[src/rtl/logic_sweep_pkg.sv]
// Shared types and the golden reduction model for the logic sweep engine.
package logic_sweep_pkg;

    localparam int unsigned OP_W     = 3;
    localparam int unsigned MAX_N_IN = 8;

    typedef enum logic [OP_W-1:0] {
        OP_AND  = 3'd0,
        OP_OR   = 3'd1,
        OP_NAND = 3'd2,
        OP_NOR  = 3'd3,
        OP_XOR  = 3'd4,
        OP_XNOR = 3'd5,
        OP_BUF  = 3'd6,
        OP_NOT  = 3'd7
    } op_e;

    typedef enum logic [1:0] {
        ST_IDLE = 2'd0,
        ST_RUN  = 2'd1,
        ST_DONE = 2'd2
    } state_e;

    // Reduces the low n bits of vec; BUF/NOT look at bit 0 only.
    function automatic logic expected(input logic [MAX_N_IN-1:0] vec,
                                      input int unsigned         n,
                                      input op_e                 op);
        logic all1;
        logic any1;
        logic par;
        logic res;
        all1 = 1'b1;
        any1 = 1'b0;
        par  = 1'b0;
        res  = 1'b0;
        for (int unsigned i = 0; i < MAX_N_IN; i++) begin
            if (i < n) begin
                all1 = all1 & vec[i];
                any1 = any1 | vec[i];
                par  = par ^ vec[i];
            end
        end
        case (op)
            OP_AND:  res = all1;
            OP_OR:   res = any1;
            OP_NAND: res = ~all1;
            OP_NOR:  res = ~any1;
            OP_XOR:  res = par;
            OP_XNOR: res = ~par;
            OP_BUF:  res = vec[0];
            OP_NOT:  res = ~vec[0];
            default: res = 1'b0;
        endcase
        return res;
    endfunction

endpackage

[src/rtl/logic_sweep_engine_gate_ref.sv]
// Combinational golden model of an N_IN-input gate; reusable as a standalone checker.
module gate_ref
    import logic_sweep_pkg::*;
#(
    parameter int unsigned N_IN = 2
) (
    input  logic [N_IN-1:0] vec_i,
    input  op_e             op_i,
    output logic            expected_c
);

    always_comb begin
        expected_c = expected(MAX_N_IN'(vec_i), N_IN, op_i);
    end

endmodule

[src/rtl/logic_sweep_engine.sv]
// Sweeps every input vector into an external gate, holds it, and checks the
// gate output against the golden model, keeping error count and first failure.
module logic_sweep_engine
    import logic_sweep_pkg::*;
#(
    parameter int unsigned N_IN        = 2,
    parameter int unsigned HOLD_CYCLES = 5,
    parameter int unsigned ERR_W       = 8
) (
    input  logic             clk,
    input  logic             rst_n,
    input  logic             start,
    input  logic             abort,
    input  logic [OP_W-1:0]  op_sel,
    input  logic             dut_out,
    output logic [N_IN-1:0]  vec_o,
    output logic             busy,
    output logic             done,
    output logic             pass,
    output logic [ERR_W-1:0] err_cnt,
    output logic [N_IN-1:0]  first_fail
);

    localparam int unsigned HOLD_W = (HOLD_CYCLES > 2) ? $clog2(HOLD_CYCLES) : 1;
    localparam logic [HOLD_W-1:0] HOLD_LAST = HOLD_W'(HOLD_CYCLES - 1);
    localparam logic [ERR_W-1:0]  ERR_MAX   = '1;

    state_e            state_q;
    op_e               op_q;
    logic [N_IN-1:0]   vec_q;
    logic [N_IN-1:0]   first_fail_q;
    logic [HOLD_W-1:0] hold_q;
    logic [ERR_W-1:0]  err_q;
    logic [ERR_W-1:0]  err_d;
    logic              busy_q;
    logic              done_q;
    logic              pass_q;
    logic              exp_c;
    logic              mismatch_c;

    gate_ref #(
        .N_IN(N_IN)
    ) u_gate_ref (
        .vec_i      (vec_q),
        .op_i       (op_q),
        .expected_c (exp_c)
    );

    // Mismatch detect and saturating increment of the error count.
    always_comb begin
        mismatch_c = (dut_out != exp_c);
        err_d      = (err_q == ERR_MAX) ? err_q : err_q + ERR_W'(1);
    end

    always_ff @(posedge clk or negedge rst_n) begin
        if (!rst_n) begin
            state_q      <= ST_IDLE;
            op_q         <= OP_AND;
            vec_q        <= '0;
            first_fail_q <= '0;
            hold_q       <= '0;
            err_q        <= '0;
            busy_q       <= 1'b0;
            done_q       <= 1'b0;
            pass_q       <= 1'b0;
        end else begin
            done_q <= 1'b0;
            case (state_q)
                ST_IDLE: begin
                    if (start) begin
                        op_q         <= op_e'(op_sel);
                        vec_q        <= '0;
                        hold_q       <= '0;
                        err_q        <= '0;
                        first_fail_q <= '0;
                        pass_q       <= 1'b0;
                        busy_q       <= 1'b1;
                        state_q      <= ST_RUN;
                    end
                end
                ST_RUN: begin
                    // Abort outranks the sample, so a final-cycle abort never reports done.
                    if (abort) begin
                        vec_q   <= '0;
                        busy_q  <= 1'b0;
                        state_q <= ST_IDLE;
                    end else if (hold_q == HOLD_LAST) begin
                        if (mismatch_c) begin
                            err_q <= err_d;
                            if (err_q == '0) begin
                                first_fail_q <= vec_q;
                            end
                        end
                        if (&vec_q) begin
                            busy_q  <= 1'b0;
                            state_q <= ST_DONE;
                        end else begin
                            vec_q  <= vec_q + N_IN'(1);
                            hold_q <= '0;
                        end
                    end else begin
                        hold_q <= hold_q + HOLD_W'(1);
                    end
                end
                ST_DONE: begin
                    done_q  <= 1'b1;
                    pass_q  <= (err_q == '0);
                    state_q <= ST_IDLE;
                end
                default: begin
                    state_q <= ST_IDLE;
                end
            endcase
        end
    end

    assign vec_o      = vec_q;
    assign busy       = busy_q;
    assign done       = done_q;
    assign pass       = pass_q;
    assign err_cnt    = err_q;
    assign first_fail = first_fail_q;

endmodule

[config.mk]
export PLATFORM = sky130hd
export DESIGN_NAME = logic_sweep_engine
export DESIGN_NICKNAME = d
export VERILOG_FILES = /design/src/rtl/logic_sweep_pkg.sv /design/src/rtl/logic_sweep_engine_gate_ref.sv /design/src/rtl/logic_sweep_engine.sv
export SDC_FILE = /design/constraint.sdc
export NUM_CORES = 1
export LEC_CHECK = 0
export BUFFER_PORTS_ARGS = -buffer_cell sky130_fd_sc_hd__buf_2
export CORE_ASPECT_RATIO = 0.75
export CORE_MARGIN = 10
export CORE_UTILIZATION = 40
export CTS_CLUSTER_DIAMETER = 40
export DETAILED_ROUTE_END_ITERATION = 12
export PLACE_DENSITY = 0.6
export RECOVER_POWER = 25
export SLEW_MARGIN = 20
export SYNTH_ARGS = -nofsm -noshare
export SYNTH_HDL_FRONTEND = slang
export SYNTH_SLANG_ARGS = --single-unit
[constraint.sdc]
create_clock -name clk -period 2.65 [get_ports clk]
set_input_delay 0.265 -clock clk [delete_from_list [all_inputs] [get_ports clk]]
set_output_delay 0.265 -clock clk [all_outputs]
set_load 0.05 [all_outputs]
==> results.md <==
* Status: completed
* Slew Limit Fails at 0
* Largest net degree at the start of global routing at 24
* Root Driver: clkbuf_8
* Placed cell area at 1440 um^2
* Max-slew headroom at the worst pin at 14.2%
* Final clock skew at about 0.011 ns
* Synth top area cells: dfrtp_1, nand2_1, ha_1
* CTS tree: yes
* Die area at 5930 um^2
* Final #Nets at approximately 190
* Multi-input logic area at approximately 650 um^2
* Yosys top cell area share at 44.5%
* Die Ht at 69.2 um
* DRT antenna net count at 0
* Sequential share of the synthesized area at 44.5%
* Post-synthesis xor/xnor area fraction at 2.71%
* Max-cap viol count at 0
* FILL cells at 315
* DIE WIDTH at ~86 um
* Top achievable clock speed at 454 MHz
* EDFF count, synth at 0
* CORE AREA at about 3000 um^2
* Distinct cells, synth at 35
* TritonRoute pass-1 iters at 4
* Syn Area/Cell at roughly 8.7 um^2
* Critical Path End Type: register
* Number of global-route vias before repair at roughly 1000
* Required @ worst endpoint at 2.84 ns
* Top_reg_cell synth: dfrtp_1
* Crit path max fanout at 13
* Finished Cell Area at about 1500 um^2
* Total grt overflow at 0
* First-pass GRT wire length at 5040 um
* Clk_lat worst skew at 0.27 ns
* Vias per Instance at 5.33
* Max IR drop VDD at 508 uV
* Routability cong. at 0.881
* WL/cell at between 10 and 15 um
* Via count at about 1100
* Largest family of logic cells by synthesized area: simple AND/OR/NAND/NOR gates
* Synthesized net count at 163
* Number of I/O port buffers at 22
* ANT cells at 0
* IO Pins at 23
* #FFs+latches synth at 23
* Mapped Area at 1290 um^2
* Synth Area in Simple Gates at 25.6%
* RSZ-0062 raised after global routing: false
* Total Neg Setup Slack at 0 ns
* Cell taking the most area after synthesis: dfrtp_1
* GRT Resource Usage Total at roughly a tenth
* Finished Core Util at 49.3%
* Hold crit path type: input pin to register
* PD cells at 812 nW/um^2
* Final cell count without fillers at 211
* Synth Instances at 149
* Initial antenna violation count at 0
* YS warnings at 0
* Final hold viol count at 0
* Total wire length at roughly 3100 um
* Top-count cell post-synth: nand2_1
* Tightest Pin Transition at 1.29 ns
* Worst hold margin at about 0.18 ns
* Pleak at 0.718 nW
* Post-synthesis adder-cell area fraction at 5.81%
* Longest Clk Path Bufs at 2
* DR iter-0 viols at 53
* Post-synthesis compound-gate area fraction at between 10 and 15%
* Mux contribution to synthesized area at under 10%
* DP Wirelength at 2380 um
* Starting density of the core at 42.8%
* Num CTS Buffers at 3
* Reg area at 576 um^2
* Min Tclk post-route at 2.20 ns
* Startpoint Class: register
* Commonest cells in the netlist: nand2_1, dfrtp_1, o21ai_0
* CP Data Arrival Time at around 2.4 ns
* Async set or reset register ratio after synthesis at 100%
* Number of cell rows at 17
* DR DRC count at 0
* H-tree depth at 1
* Clk sink count at 23
* Final worst-path cycle share at 83.2%
* Area delta synth->final at 15.3%
* Final setup fails at 0
* Crit path kind: register to register
* Clock Pin Slew Worst Setup and Hold Paths at roughly 0.090 ns
* Share of cells above drive strength 1 at roughly 16%
* Placed cell count at 206
## critical path, stage by stage, from the launching register on
cell	delay [ns]
dfrtp_1	0.44
inv_1	0.07
ha_1	0.31
mux2i_1	0.16
xnor2_1	0.08
nand2_1	0.08
o2111ai_2	0.33
or4b_1	0.56
o21ai_0	0.09
## state kept, by name, indices dropped and copies added, names as in the netlist
register and count:
busy 1, pass 1, first_fail 2, vec_o 2, done 1, state_q 2
err_cnt 8, hold_q 3, op_q 3
## kinds of logic (layout without fill, tap and decap cells)
logic type / Yosys count / count (layout)
muxes: 3 / 3
AOI/OAI and AO/OA: 27 / 27
and+or+nand+nor: 70 / 70
buffers and inverters: 16 / 40
adders and majority gates: 6 / 6
xor gates and xnor gates: 4 / 4
DFF: 23 / 23
## power by group
| part | internal (W) | leakage (nW) | switching [W] |
|---|---|---|---|
| logic | 0.000140 | 0.393 | 0.000335 |
| clock network | 0.000105 | 0.0255 | 0.000115 |
| registers | 0.000419 | 0.300 | 0.0000947 |
| total | 0.000665 | 0.718 | 0.000545 |
## path summary, 6_finish.rpt
path                       startpoint          to  slack (ns)  cells past startpoint
max                          vec_o[0]  err_cnt[0]        0.45                      8
max in group asynchronous       rst_n   hold_q[2]        1.09                      2
min reg2reg                 hold_q[0]   hold_q[0]        0.52                      1
min                         op_sel[2]     op_q[2]        0.18                      3
min in group asynchronous       rst_n    vec_o[0]        0.80                      2
max reg2reg                  vec_o[0]  err_cnt[0]        0.45                      8
## cell usage in the layout, fill, tap and decap left out, drive strengths merged, types with 3 or more instances in the layout
| cell type | Yosys | routed |
|---|---|---|
| ha | 6 | 6 |
| o21ai | 15 | 15 |
| clkbuf | 3 | 4 |
| nor2 | 6 | 6 |
| xnor2 | 3 | 3 |
| and2 | 3 | 3 |
| nand2 | 35 | 35 |
| mux2i | 3 | 3 |
| nor3 | 4 | 4 |
| and3 | 4 | 4 |
| buf | 1 | 22 |
| dfrtp | 23 | 23 |
| inv | 12 | 12 |
| nand3 | 7 | 7 |
## metrics by stage
stage / power (W) / setup WS (ns)
after floorplan: 0.000864 / 0.391
after global placement: 0.000986 / 0.554
after detailed placement: 0.000995 / 0.463
after CTS: 0.00122 / 0.454
after global routing: 0.00129 / 0.267
final: 0.00121 / 0.445
## what timing repair did
action                    in CTS  in global routing
setup buffers                  0                  0
hold buffers                   1                  0
hold endpoints to repair      23                  0
gates resized for setup        0                  0
## final cells by class
class	instances	area share [%]
Multi-Input combinational cell	110	43.6
Sequential cell	23	38.6
Timing Repair Buffer	24	8.48
Tap cell	38	3.19
Inverter	12	3.02
Clock buffer	3	2.77
Clock inverter	1	0.336
## per-layer routing
metal | up-vias | GRT usage, % | wire, um
met5 | - | 0 | 0
met4 | 0 | 3.26 | 40
met3 | 6 | 3.63 | 171
met2 | 23 | 14.9 | 1370
met1 | 536 | 13.7 | 1570
li1 | 560 | - | -
Power figures use the tool's default switching activity.
